[src/rtl/clock_gen_if.sv]
// Control and output bundle of the programmable clock generator.
// master drives enable/reload and observes the generated clock; slave is the generator.
interface clock_gen_if #(
    parameter int CNT_W = 16
);
    logic             en;
    logic             load;
    logic [CNT_W-1:0] half_period;
    logic             clk_out;
    logic             tick_rise;
    logic             tick_fall;
    logic [31:0]      period_count;

    modport master (
        output en,
        output load,
        output half_period,
        input  clk_out,
        input  tick_rise,
        input  tick_fall,
        input  period_count
    );

    modport slave (
        input  en,
        input  load,
        input  half_period,
        output clk_out,
        output tick_rise,
        output tick_fall,
        output period_count
    );
endinterface

[src/rtl/clock_gen.sv]
// Programmable clock generator: clk_out toggles every hp enabled cycles, with edge strobes; CLOCK_GEN_PERIOD_COUNT_EN builds the rise counter.
// Latency: first rise on the TICK_RATE-th enabled edge after reset; strobes coincide with the clk_out change.
// Backpressure: none; en low freezes all state, while a load is still captured into pending.
module clock_gen #(
    parameter int TICK_RATE = 10,
    parameter int CNT_W     = 16
) (
    input  logic         clk,
    input  logic         rst_n,
    clock_gen_if.slave   bus
);
    localparam logic [CNT_W-1:0] ONE     = {{(CNT_W-1){1'b0}}, 1'b1};
    localparam logic [CNT_W-1:0] HP_INIT = CNT_W'(TICK_RATE);

    logic [CNT_W-1:0] cnt;
    logic [CNT_W-1:0] hp;
    logic [CNT_W-1:0] pending;
    logic [CNT_W-1:0] load_val;
    logic             clk_q;
    logic             rise_q;
    logic             fall_q;
    logic             toggle;

    function automatic logic [CNT_W-1:0] clamp(input logic [CNT_W-1:0] v);
        return (v == '0) ? ONE : v;
    endfunction

    assign load_val = clamp(bus.half_period);
    assign toggle   = bus.en && (cnt == (hp - ONE));

    // hp only changes at a toggle, so the running half-period always completes at its old length.
    always_ff @(posedge clk or negedge rst_n) begin
        if (!rst_n) begin
            cnt     <= '0;
            hp      <= HP_INIT;
            pending <= HP_INIT;
            clk_q   <= 1'b0;
            rise_q  <= 1'b0;
            fall_q  <= 1'b0;
        end else begin
            rise_q <= 1'b0;
            fall_q <= 1'b0;
            if (bus.load) begin
                pending <= load_val;
            end
            if (toggle) begin
                cnt    <= '0;
                clk_q  <= ~clk_q;
                hp     <= bus.load ? load_val : pending;
                rise_q <= ~clk_q;
                fall_q <= clk_q;
            end else if (bus.en) begin
                cnt <= cnt + ONE;
            end
        end
    end

    assign bus.clk_out   = clk_q;
    assign bus.tick_rise = rise_q;
    assign bus.tick_fall = fall_q;

`ifdef CLOCK_GEN_PERIOD_COUNT_EN
    logic [31:0] period_q;

    always_ff @(posedge clk or negedge rst_n) begin
        if (!rst_n) begin
            period_q <= 32'd0;
        end else if (toggle && !clk_q) begin
            period_q <= period_q + 32'd1;
        end
    end

    assign bus.period_count = period_q;
`else
    assign bus.period_count = 32'd0;
`endif

endmodule

[src/flat_wrapper.sv]
// flat-port wrapper written by rule: the top's interface ports become plain ports
module clock_gen_flat 
#(
    parameter int TICK_RATE = 10,
    parameter int CNT_W     = 16
)
  (clk, rst_n, bus_en, bus_load, bus_half_period, bus_clk_out, bus_tick_rise, bus_tick_fall, bus_period_count);
  clock_gen_if #(.CNT_W(CNT_W)) bus_i ();
  input  logic clk;
  input  logic rst_n;
  input wire logic [$bits(bus_i.en)-1:0] bus_en;
  input wire logic [$bits(bus_i.load)-1:0] bus_load;
  input wire logic [$bits(bus_i.half_period)-1:0] bus_half_period;
  output wire logic [$bits(bus_i.clk_out)-1:0] bus_clk_out;
  output wire logic [$bits(bus_i.tick_rise)-1:0] bus_tick_rise;
  output wire logic [$bits(bus_i.tick_fall)-1:0] bus_tick_fall;
  output wire logic [$bits(bus_i.period_count)-1:0] bus_period_count;
  assign bus_i.en = bus_en;
  assign bus_i.load = bus_load;
  assign bus_i.half_period = bus_half_period;
  assign bus_clk_out = bus_i.clk_out;
  assign bus_tick_rise = bus_i.tick_rise;
  assign bus_tick_fall = bus_i.tick_fall;
  assign bus_period_count = bus_i.period_count;
  clock_gen #(.TICK_RATE(TICK_RATE), .CNT_W(CNT_W)) u_core (.clk(clk), .rst_n(rst_n), .bus(bus_i));
endmodule
[config.mk]
export PLATFORM = sky130hd
export DESIGN_NAME = clock_gen_flat
export DESIGN_NICKNAME = d
export VERILOG_FILES = /design/src/rtl/clock_gen_if.sv /design/src/rtl/clock_gen.sv /design/src/flat_wrapper.sv
export SDC_FILE = /design/constraint.sdc
export NUM_CORES = 1
export LEC_CHECK = 0
export CAP_MARGIN = 20
export CORE_MARGIN = 1.5
export CORE_UTILIZATION = 50
export DETAILED_ROUTE_END_ITERATION = 7
export PLACE_DENSITY = 0.77
export SETUP_SLACK_MARGIN = 0.2
export SLEW_MARGIN = 0
export SYNTH_ARGS = -nofsm -noshare
export SYNTH_HDL_FRONTEND = slang
export SYNTH_SLANG_ARGS = --single-unit
[constraint.sdc]
create_clock -name clk -period 7.12 [get_ports clk]
set_input_delay 1.424 -clock clk [delete_from_list [all_inputs] [get_ports clk]]
set_output_delay 1.424 -clock clk [all_outputs]
set_load 0.005 [all_outputs]
* Word-level counts from Yosys, hierarchy flattened *
Cells that the tools add are included.

word-level totals
  flip-flop bits (word level) = 51
  input bits = 20
  word-level logic and storage cells = 19

cells by class
  add/sub/neg operators = 2
  eq/ne operators = 1
  multiplexer cells = 6
  bitwise logic cells = 1
  reductions and logical operators = 3

operators with widths
  cell                     count
  $mux W16                 4
  $add A16 B1 Y16 const B  1
  $eq A16 B16 Y1           1
  $logic_not A16 Y1        1
  $sub A16 B1 Y16 const B  1
  $mux W1                  2
  $reduce_bool A2 Y1       1
  $logic_and A1 B1 Y1      1
  $not A1 Y1               1

* Logic depth before layout (Yosys ltp) *
  depth after elaboration = 4
  mapped depth = 12

* Worst setup path after synthesis *
Ideal clock, no wire load.

  path kind = input to register
  start = input bus_en
  end = register u_core.hp[2]
  setup time = 0.125 ns
  data arrival time = 2.822 ns
  required time = 6.995 ns
  slack = 4.173 ns
  stages on the path = 7
  cell sequence = clkbuf_1 > o2111ai_1 > nor4_1 > and4_1 > buf_6 > buf_6 > mux2_4

on the way
  longest elaborated chain between the ends = 1

ends and longest elaborated chain
  element               line                source
  start, declared       flat_wrapper.sv:11  input wire logic [$bits(bus_i.en)-1:0] bus_en;
  $logic_and A1 B1 Y1   clock_gen.sv:29     assign toggle = bus.en && (cnt == (hp - ONE));
  end signal, assigned  clock_gen.sv:49     hp <= bus.load ? load_val : pending;
  end, declared         clock_gen.sv:16     logic [CNT_W-1:0] hp;

Every way passes these cells.
A chain may end at the register's enable or synchronous reset.

* Final worst setup path *
  start = input bus_en
  end = register u_core.hp[7]

The elaborated chain is that of the path after synthesis.

==> results.py <==
metrics = {
    "outcome": {
        "status": "completed",
    },
    "timing": {
        "slew-limit-headroom": 0.487,
        "setup-violations-final": 0,
        "finalCriticalPeriod_ns": 3.70,
        "hold_violations": 0,
        "finalSetupTns_ns": 0,
        "fmax_mhz": 270,
        "fin_skew_ns": 0.0176,
        "max_slew.worst_pin.slew_ns": 0.767,
        "slew_viol_final": 0,
        "fin_crit_sh": 0.520,
        "rsz0062_at_grt": "false",
        "worst_slack_ns": 3.42,
    },
    "min_path": {
        "hold_path_class": "flip-flop to flip-flop",
        "min_path_cells": 1,
    },
    "critical_path": {
        "cp_data_arrival_time_ns": 3.90,
        "crit_required_ns": 7.32,
        "worstPathMaxFanout": 16,
        "end_kind": "flip-flop",
        "worst_setup_path_start_kind": "input pin",
        "worstSetupPathType": "input pin to flip-flop",
        "r2r_cells": 8,
    },
    "cts": {
        "clock-sinks": 51,
        "cts_setup_buffers": 0,
        "htree_levels": 2,
        "cts_buffers": 5,
        "root_buffer": "clkbuf_8",
        "cts_tree": "built",
        "clkTransAtPathRegs_ns": 0.09,
        "clock_latency_ns": 0.31,
        "cts_hold_buf": 0,
        "cts_resized": 0,
        "cts.path.max_buffers": 2,
    },
    "routing": {
        "drc": 0,
        "wl_um": 4630,
        "via_per_inst": 5.03,
        "drt_pre_antenna_iters": 4,
        "drtIter0Drc": 62,
        "wl_per_cell_um": 13.2,
        "postRouteAntennaNets": 0,
        "routed-via-count": 1766,
    },
    "global_route": {
        "grt_util_all_layers": 0.173,
        "grt_pass1_wl_um": 8450,
        "grt_max_degree": 52,
        "grt_pass1_vias": 1845,
        "overflow": 0,
        "antenna_found_initial": 0,
    },
    "synth": {
        "async_flop_share": 1.00,
        "synthDistinctLibCells": 41,
        "syn_avg_cell_area_um2": 11.2,
        "synth-edff-count": 0,
        "ys.flop_type": "dfrtp_1",
        "syn_inst": 260,
        "synth_seq_area_share": 0.440,
        "syn-cell-area_um2": 2910,
        "synth_warnings": 0,
        "synth.ff_latch_count": 51,
    },
    "finish": {
        "final_common_cell": "dfrtp_1",
        "final_cell_mix": "47 x dfrtp_1, 32 x conb_1, 22 x nor2_1, 22 x xor2_1, 21 x clkdlybuf4s50_1",
        "post_route_cells_drive_above_1_share": 0.183,
        "finalNetCount": 300,
        "syn_to_final_growth_pct": 7.65,
        "fill_cells": 478,
        "diodes": 0,
    },
    "floorplan": {
        "ios": 55,
        "die_w_um": 79.3,
        "coreArea_um2": 5570,
        "die_h_um": 79.3,
        "die_area_um2": 6290,
        "num_rows": 27,
        "start_util": 0.523,
    },
    "power_and_ir_drop": {
        "p_leak_nw": 1.47,
        "combinationalPowerShare": 0.133,
        "irDropWorstVdd_mv": 0.0937,
        "p_sw_frac": 0.254,
        "p_per_area_nw_per_um2": 197,
        "clkPwrFrac": 0.323,
        "seq_power_share": 0.543,
        "switchingPower_uw": 157,
        "p_int_uw": 462,
    },
    "placed_design": {
        "pre_cts_ws_ns": 3.08,
        "io_buffer_count": 22,
        "dp_hpwl_um": 3520,
        "gp_congestion": 0.817,
    },
    "job": {
        "drv_cap": 0,
    },
}
final cells by class:
| cell class | instances | area [um2] | area share |
|---|---|---|---|
| flip-flops and latches | 51 | 1280 | 0.409 |
| clock buffers | 6 | 72.6 | 0.0231 |
| repair buffers | 24 | 230 | 0.0734 |
| inverters | 3 | 11.3 | 0.00359 |
| clock inverters | 2 | 38.8 | 0.0124 |
| well taps | 72 | 90.1 | 0.0287 |
| multi-input cells | 193 | 1410 | 0.450 |
per-layer routing:
layer / up-vias / track usage / routed length, um
met5: - / 0 / 0
met4: 0 / 0.0649 / 65
met3: 7 / 0.0310 / 132
met2: 32 / 0.293 / 2290
met1: 873 / 0.220 / 2140
li1: 854 / - / -
synth_stat cells (3+ instances only):
| cell | instances | share of area |
|---|---|---|
| mux2i_1 | 3 | 0.010 |
| dfstp_2 | 4 | 0.036 |
| xor2_1 | 22 | 0.066 |
| buf_6 | 3 | 0.012 |
| buf_4 | 32 | 0.082 |
| and4_1 | 4 | 0.012 |
| clkbuf_1 | 7 | 0.0090 |
| nor3_1 | 6 | 0.010 |
| nand4_1 | 3 | 0.0064 |
| nand2_1 | 11 | 0.014 |
| inv_1 | 3 | 0.0039 |
| nor4_1 | 5 | 0.011 |
| mux2_2 | 17 | 0.066 |
| nor2_1 | 22 | 0.028 |
| xnor2_1 | 17 | 0.051 |
| and3_1 | 5 | 0.011 |
| dfrtp_1 | 47 | 0.40 |
| nand3_1 | 7 | 0.012 |
| mux2_4 | 14 | 0.072 |
final timing paths:
path | slack [ns] | startpoint | end
setup / recovery | 3.42 | bus_en | u_core.hp[7]
hold / removal | 0.50 | u_core.bus.clk_out | u_core.bus.tick_rise
setup reg to reg | 3.68 | u_core.hp[2] | u_core.hp[7]
hold reg to reg | 0.50 | u_core.bus.clk_out | u_core.bus.tick_rise
max in group asynchronous | 5.47 | rst_n | u_core.cnt[12]
min in group asynchronous | 1.21 | rst_n | u_core.pending[10]
worst max-delay path, stage by stage:
cell,delay (ns)
clkdlybuf4s50_1,0.62
o2111ai_1,0.16
nor4_1,0.32
and4_1,0.61
buf_4,0.39
mux2_2,0.37
registers in the layout, indices dropped and copies added (netlist names):
signal / cells
u_core.hp: 16
u_core.pending: 16
u_core.bus.tick_rise: 1
u_core.cnt: 16
u_core.bus.tick_fall: 1
u_core.bus.clk_out: 1
cell families after synthesis:
logic type,after synthesis,share of synthesized area
xor+xnor,39,0.117
other cells,1,0.00129
flops,51,0.440
compound gates,10,0.0253
simple gates,76,0.144
mux,34,0.148
buf+inv,47,0.116
fa+ha+maj,2,0.00859
through the flow:
stage	power, mW	instances	instance area (um2)	util	hold WS, ns
floorplan	0.406	291	3030	-	0.468
global placement	0.421	343	3020	0.543	0.480
detailed placement	0.425	343	3020	0.543	0.485
CTS	0.627	351	3140	0.563	0.505
global route	0.655	351	3140	0.563	0.528
finish	0.619	351	3140	0.563	0.498
power by group through the flow:
stage / Combinational (mW) / Clock [mW] / Sequential [mW]
global route: 0.0968 / 0.217 / 0.341
finish: 0.0826 / 0.200 / 0.336
global placement: 0.0805 / 0 / 0.341
floorplan: 0.0697 / 0 / 0.336
detailed placement: 0.0830 / 0 / 0.342
CTS: 0.0837 / 0.207 / 0.337
No activity file was read; power rests on OpenSTA's default activity.
